<file path="src/rtl/counter_pkg.sv">
// Shared counter package.
// Holds the width constant used by both the up counter and the down counter,
// so stages built from either family cascade at the same default width.
package counter_pkg;

  localparam int DEFAULT_WIDTH = 4;

endpackage : counter_pkg

</file>
<file path="src/rtl/down_count_cell.sv">
// One-bit down-counter cell.
// Ports:
//   clk        - rising-edge clock
//   clear      - asynchronous active-high clear, forces q_bit to 0
//   toggle     - flip q_bit at the next edge (borrow chain from the parent)
//   load       - take d_bit at the next edge, overrides everything but clear
//   d_bit      - load value for this bit
//   reload_bit - stored reload value for this bit
//   reload_sel - take reload_bit at the next edge (terminal count, auto-reload)
//   q_bit      - registered count bit
module down_count_cell (
  input  logic clk,
  input  logic clear,
  input  logic toggle,
  input  logic load,
  input  logic d_bit,
  input  logic reload_bit,
  input  logic reload_sel,
  output logic q_bit
);

  // Priority is clear > load > reload > toggle > hold. The parent only raises
  // reload_sel when load is low, so the load/reload ordering is a safety net.
  always_ff @(posedge clk or posedge clear) begin
    if (clear) begin
      q_bit <= 1'b0;
    end else if (load) begin
      q_bit <= d_bit;
    end else if (reload_sel) begin
      q_bit <= reload_bit;
    end else if (toggle) begin
      q_bit <= ~q_bit;
    end
  end

endmodule : down_count_cell

</file>
<file path="src/rtl/down_counter_with_load.sv">
// Loadable, cascadable binary down counter with optional auto-reload.
// Ports:
//   clk       - rising-edge clock
//   clear     - asynchronous active-high clear of count and reload register
//   enable    - count-down enable (chain from a lower stage's borrow)
//   load      - synchronous load of d into count and reload register
//   d         - load value
//   reload_en - 1: reload at terminal count, 0: wrap to all-ones
//   q         - registered count
//   zero      - q == 0
//   borrow    - terminal count / cascade output: enable & ~load & zero
module down_counter_with_load
  import counter_pkg::*;
#(
  parameter int WIDTH = DEFAULT_WIDTH
) (
  input  logic             clk,
  input  logic             clear,
  input  logic             enable,
  input  logic             load,
  input  logic [WIDTH-1:0] d,
  input  logic             reload_en,
  output logic [WIDTH-1:0] q,
  output logic             zero,
  output logic             borrow
);

  logic [WIDTH-1:0] reload_val;
  logic [WIDTH-1:0] low_zero;
  logic [WIDTH-1:0] toggle;
  logic             count_en;
  logic             reload_sel;
  logic             run_zero;

  // The reload value only moves on load or clear; counting never touches it.
  always_ff @(posedge clk or posedge clear) begin
    if (clear) begin
      reload_val <= '0;
    end else if (load) begin
      reload_val <= d;
    end
  end

  assign count_en   = enable & ~load;
  assign zero       = (q == '0);
  assign borrow     = count_en & zero;
  assign reload_sel = borrow & reload_en;

  // Bit i toggles when every lower bit is 0: subtracting 1 borrows through
  // exactly those bits. At terminal count every bit toggles, giving all-ones.
  always_comb begin
    low_zero = '0;
    run_zero = 1'b1;
    for (int i = 0; i < WIDTH; i++) begin
      low_zero[i] = run_zero;
      run_zero    = run_zero & ~q[i];
    end
  end

  assign toggle = {WIDTH{count_en}} & low_zero;

  for (genvar i = 0; i < WIDTH; i++) begin : g_cell
    down_count_cell u_cell (
      .clk        (clk),
      .clear      (clear),
      .toggle     (toggle[i]),
      .load       (load),
      .d_bit      (d[i]),
      .reload_bit (reload_val[i]),
      .reload_sel (reload_sel),
      .q_bit      (q[i])
    );
  end

endmodule : down_counter_with_load

</file>
<file path="config.mk">
export PLATFORM = sky130hd
export DESIGN_NAME = down_counter_with_load
export DESIGN_NICKNAME = d
export VERILOG_FILES = /design/src/rtl/counter_pkg.sv /design/src/rtl/down_count_cell.sv /design/src/rtl/down_counter_with_load.sv
export SDC_FILE = /design/constraint.sdc
export NUM_CORES = 1
export LEC_CHECK = 0
export BUFFER_PORTS_ARGS = -buffer_cell sky130_fd_sc_hd__clkbuf_2
export CORE_AREA = 2 2 39 41
export CTS_BUF_LIST = sky130_fd_sc_hd__clkbuf_4 sky130_fd_sc_hd__clkbuf_8
export CTS_CLUSTER_DIAMETER = 60
export CTS_CLUSTER_SIZE = 16
export DETAILED_ROUTE_END_ITERATION = 6
export DIE_AREA = 0 0 41 43
export PLACE_DENSITY = 0.67
export SETUP_SLACK_MARGIN = 0.2
export SLEW_MARGIN = 20
export SYNTH_ARGS = -nofsm -noshare
export SYNTH_HDL_FRONTEND = slang
export SYNTH_SLANG_ARGS = --single-unit
</file>
<file path="constraint.sdc">
create_clock -name clk -period 1.5 [get_ports clk]
set_input_delay 0.225 -clock clk [delete_from_list [all_inputs] [get_ports clk]]
set_output_delay 0.225 -clock clk [all_outputs]
set_load 0.02 [all_outputs]
</file>
======== After elaboration in Yosys (flattened, before gate mapping) ========
Cells that the tools add are included.
storage, ports and cells
  bits in registers ....................... 8
  output and inout bits ................... 6
  logic and storage cells ................. 33
operators by class
  muxes and demuxes ....................... 12
  bitwise operators ....................... 11
  reduce and logical (&&, ||, !) cells .... 5
operators with widths
  cell                number
  2-to-1 mux 1 bit    12
  nonzero test 3 bit  4
  AND 1 bit           5
  inverter 1 bit      5
  AND 4 bit           1
  zero test 4 bit     1

======== Depth between registers and ports, before layout ========
  depth after elaboration ................. 7
  mapped depth ............................ 4

======== Modules after synthesis ========
From an unflattened synthesis, not the netlist that was laid out.
second synthesis, totals
  cell total of the unflattened synthesis .. 41
  area, all modules ....................... 432.9 sq um
modules (own cells, without submodules)
  module                  times used  cells an instance  area each (sq um)  seq. area each (sq um)
  down_count_cell         4           6                  56.3               25.0
  down_counter_with_load  1           17                 207.7              100.1

======== Least setup slack after synthesis ========
OpenSTA, ideal clock, no wires.
  kind .................................... flip-flop to output port
  start point ............................. register g_cell[1].u_cell.q_bit
  end point ............................... output port zero
  arrival ................................. 1.161 ns
  slack ................................... 0.114 ns
  cell stages (with the launch flop) ...... 2
  buffers on the path ..................... 0
  path through ............................ dfrtp_1 > nor4_1
between the ends
  cells in the longest elaborated chain, start to end .. 1
RTL lines
  element                 line                          source
  start, declared         down_count_cell.sv:19         output logic q_bit
  start signal, assigned  down_count_cell.sv:28         q_bit <= d_bit;
  start signal, assigned  down_count_cell.sv:30         q_bit <= reload_bit;
  start signal, assigned  down_count_cell.sv:32         q_bit <= ~q_bit;
  zero test 4 bit         down_counter_with_load.sv:45  assign zero = (q == '0);
  end, declared           down_counter_with_load.sv:24  output logic zero,
Every way passes these cells.

======== Worst setup path after layout ========
  start point ............................. register g_cell[2].u_cell.q_bit
  end point ............................... output port borrow
between the ends
  cells in the longest elaborated chain, start to end .. 2
RTL lines
  element                 line                          source
  start, declared         down_count_cell.sv:19
  start signal, assigned  down_count_cell.sv:28
  start signal, assigned  down_count_cell.sv:30
  start signal, assigned  down_count_cell.sv:32
  zero test 4 bit         down_counter_with_load.sv:45
  AND 1 bit               down_counter_with_load.sv:46  assign borrow = count_en & zero;
  end, declared           down_counter_with_load.sv:25  output logic borrow
Every way passes these cells.

==> impl_metrics.py <==
metrics = {
    "power_and_ir_drop": {
        "p_clk_frac": 0.268,
        "switchingPower_mw": 0.167,
        "leakage_nw": 0.285,
        "pwr-share-comb": 0.271,
        "switching_share": 0.288,
        "intPower_mw": 0.413,
        "seqPwrFrac": 0.461,
        "power_density_nw_per_um2": 936,
        "peakVddDrop_v": 0.000288,
    },
    "critical_path": {
        "crit_chain": "nor2_2 -> nand2_1 -> nor2_1 -> buf_4",
        "setup.worst_path.class": "flop to output pin",
        "max_stage_delay_ps": 450,
        "arrival_ps": 1190,
        "worst-path-max-fanout": 5,
        "crit_required_ps": 1270,
        "worst_setup_path_end_kind": "output pin",
        "worst_path_max_delay_cell": "dfrtp_2",
        "startpoint_type": "flop",
    },
    "clock_tree": {
        "cts_tree": "done",
        "cts_root_buf": "clkbuf_4",
        "clk_latency_ps": 240,
        "cts.sinks": 8,
        "cts.htree.levels": 1,
        "clkTransAtPathRegs_ps": 50,
        "clk_path_buf_depth": 2,
        "cts_buffers": 3,
    },
    "routing": {
        "drtIter0Drc": 1,
        "routed_wl_um": 952,
        "drc": 0,
        "vias": 377,
        "via_per_inst": 4.71,
        "firstDrtPassIters": 2,
        "wire_per_inst_um": 11.9,
        "ant_nets": 0,
    },
    "timing": {
        "final-hold-violation-count": 0,
        "rsz0062_at_grt": "true",
        "setup-violations-final": 0,
        "fin_crit_sh": 0.942,
        "drv_slew": 0,
        "fin_skew_ps": 3.68,
        "fin_tns_setup_ps": 0,
        "fmax_ghz": 0.708,
        "fin_crit_ps": 1410,
        "worstMarginPinSlew_ps": 315,
        "final.setup.worst_slack_ps": 86.7,
        "relSlewSlack": 0.790,
    },
    "layout": {
        "fin_nets": 75,
        "final_common_cell": "clkbuf_2",
        "finish.utilization": 0.448,
        "drive_gt1_frac": 0.609,
        "most-common-layout-cells": "clkbuf_2 (12), buf_4 (7), dfrtp_1 (5), inv_1 (4)",
        "antenna_cells": 0,
        "fin_cells": 80,
        "area_growth_pct": 39.0,
        "multi_input_area_sq_um": 224,
        "n_fill_cell": 140,
        "seq_area_sq_um": 204,
    },
    "synthesis": {
        "synth_cell_types": 21,
        "netlist_instances": 45,
        "synth.avg_cell_area_sq_um": 9.90,
        "syn_nets": 54,
        "ys_seq_area_frac": 0.449,
        "ys_warn_count": 0,
        "synth-seq-cells": 8,
        "netlist_area_sq_um": 445,
    },
    "place": {
        "io_buffer_count": 14,
        "place_ws_ps": 213,
        "place_congestion": 0.751,
        "dp.cells": 70,
        "hpwl_um": 634,
    },
    "floorplanning": {
        "die_area_sq_um": 1760,
        "core_area_sq_um": 1380,
        "die_y_um": 43,
        "num_rows": 14,
        "io_pins": 15,
        "start_util": 0.322,
        "die_w_um": 41,
    },
    "min_path": {
        "hp-class": "primary input to flop",
    },
    "global_routing": {
        "antenna_found_initial": 0,
        "grt_pass1_wl_um": 1500,
        "grt_pass1_vias": 361,
        "gr-total-overflow": 0,
        "grt_usage": 0.131,
        "grt_max_degree": 12,
    },
    "run": {
        "maxCapViolCount": 0,
    },
    "run_status": {
        "status": "completed",
    },
}
[worst max-delay path: cells and delay by family, from the launching register on]
family / cells / cell delay, ps
buf+inv: 1 / 150
flops: 1 / 450
simple gates: 3 / 350
[power groups by stage]
| stage | registers, mW | clock network, mW | logic (mW) |
|---|---|---|---|
| 2_1_floorplan | 0.264 | 0 | 0.0946 |
| 3_3_place_gp | 0.269 | 0 | 0.110 |
| 3_5_place_dp | 0.270 | 0 | 0.111 |
| 4_1_cts | 0.265 | 0.165 | 0.140 |
| 5_1_grt | 0.271 | 0.183 | 0.172 |
| 6_report | 0.267 | 0.155 | 0.157 |
[cell type report]
cell class              instances  area share
clock buffers                   3      0.0364
inverters                       4      0.0242
multi-input cells              28       0.362
flip-flops and latches          8       0.329
well taps                      16      0.0323
repair buffers                 21       0.216
[routing by layer]
layer  share of wire  GRT usage  routed length (um)
met1            0.42      0.146                 399
met2            0.54      0.200                 518
met3           0.036     0.0314                  34
met4               0      0.100                   0
met5               0          0                   0
[Yosys cell counts, drive strengths merged]
cell / count / area, sq um
a21oi: 3 / 15.0
a2bb2oi: 1 / 8.76
a31o: 1 / 8.76
a31oi: 1 / 6.26
buf: 5 / 35.0
dfrtp: 8 / 200
inv: 4 / 15.0
mux2: 3 / 33.8
nand2: 2 / 7.51
nand2b: 2 / 12.5
nand3: 1 / 5.00
nor2: 5 / 18.8
nor2b: 1 / 6.26
nor3b: 1 / 18.8
nor4: 1 / 6.26
o21ai: 2 / 10.0
o31ai: 2 / 20.0
or3b: 1 / 8.76
xnor2: 1 / 8.76
[registers in the layout, indices dropped and copies added (netlist names)]
signal               flops
g_cell.u_cell.q_bit      4
reload_val               4
[cells by family (layout without fill, tap and decap cells)]
group | Yosys count | after routing | share of synthesized area
xor gates and xnor gates | 1 | 1 | 0.0197
DFF | 8 | 8 | 0.449
and+or+nand+nor | 14 | 14 | 0.188
AOI/OAI and AO/OA | 10 | 10 | 0.155
buffers and inverters | 9 | 28 | 0.112
muxes | 3 | 3 | 0.0758
[worst paths after layout]
check | startpoint | to | slack (ps) | cells past startpoint
worst max-delay path | g_cell[2].u_cell.q_bit | borrow | 90 | 4
max in group asynchronous | clear | g_cell[1].u_cell.q_bit | 770 | 3
min in group asynchronous | clear | g_cell[3].u_cell.q_bit | 470 | 3
worst min-delay path | d[2] | g_cell[2].u_cell.q_bit | 220 | 3
worst min register to register | reload_val[3] | reload_val[3] | 500 | 1
worst max register to register | g_cell[2].u_cell.q_bit | g_cell[1].u_cell.q_bit | 200 | 4
[through the flow]
stage | hold slack, ps | cell area, sq um | total power [mW]
2_1_floorplan | 40.7 | 452 | 0.359
3_3_place_gp | 174 | 507 | 0.379
3_5_place_dp | 176 | 507 | 0.381
4_1_cts | 213 | 588 | 0.569
5_1_grt | 230 | 619 | 0.626
6_report | 219 | 619 | 0.580
[timing repair]
item | CTS | global route
pin swaps | 1 | 3
endpoints found under the hold margin | 8 | 0
hold buffers | 1 | 0
resized for setup | 6 | 9
buffers inserted | 5 | 1
endpoints found under the setup margin | 2 | 5
No activity file was read; power rests on OpenSTA's default activity.
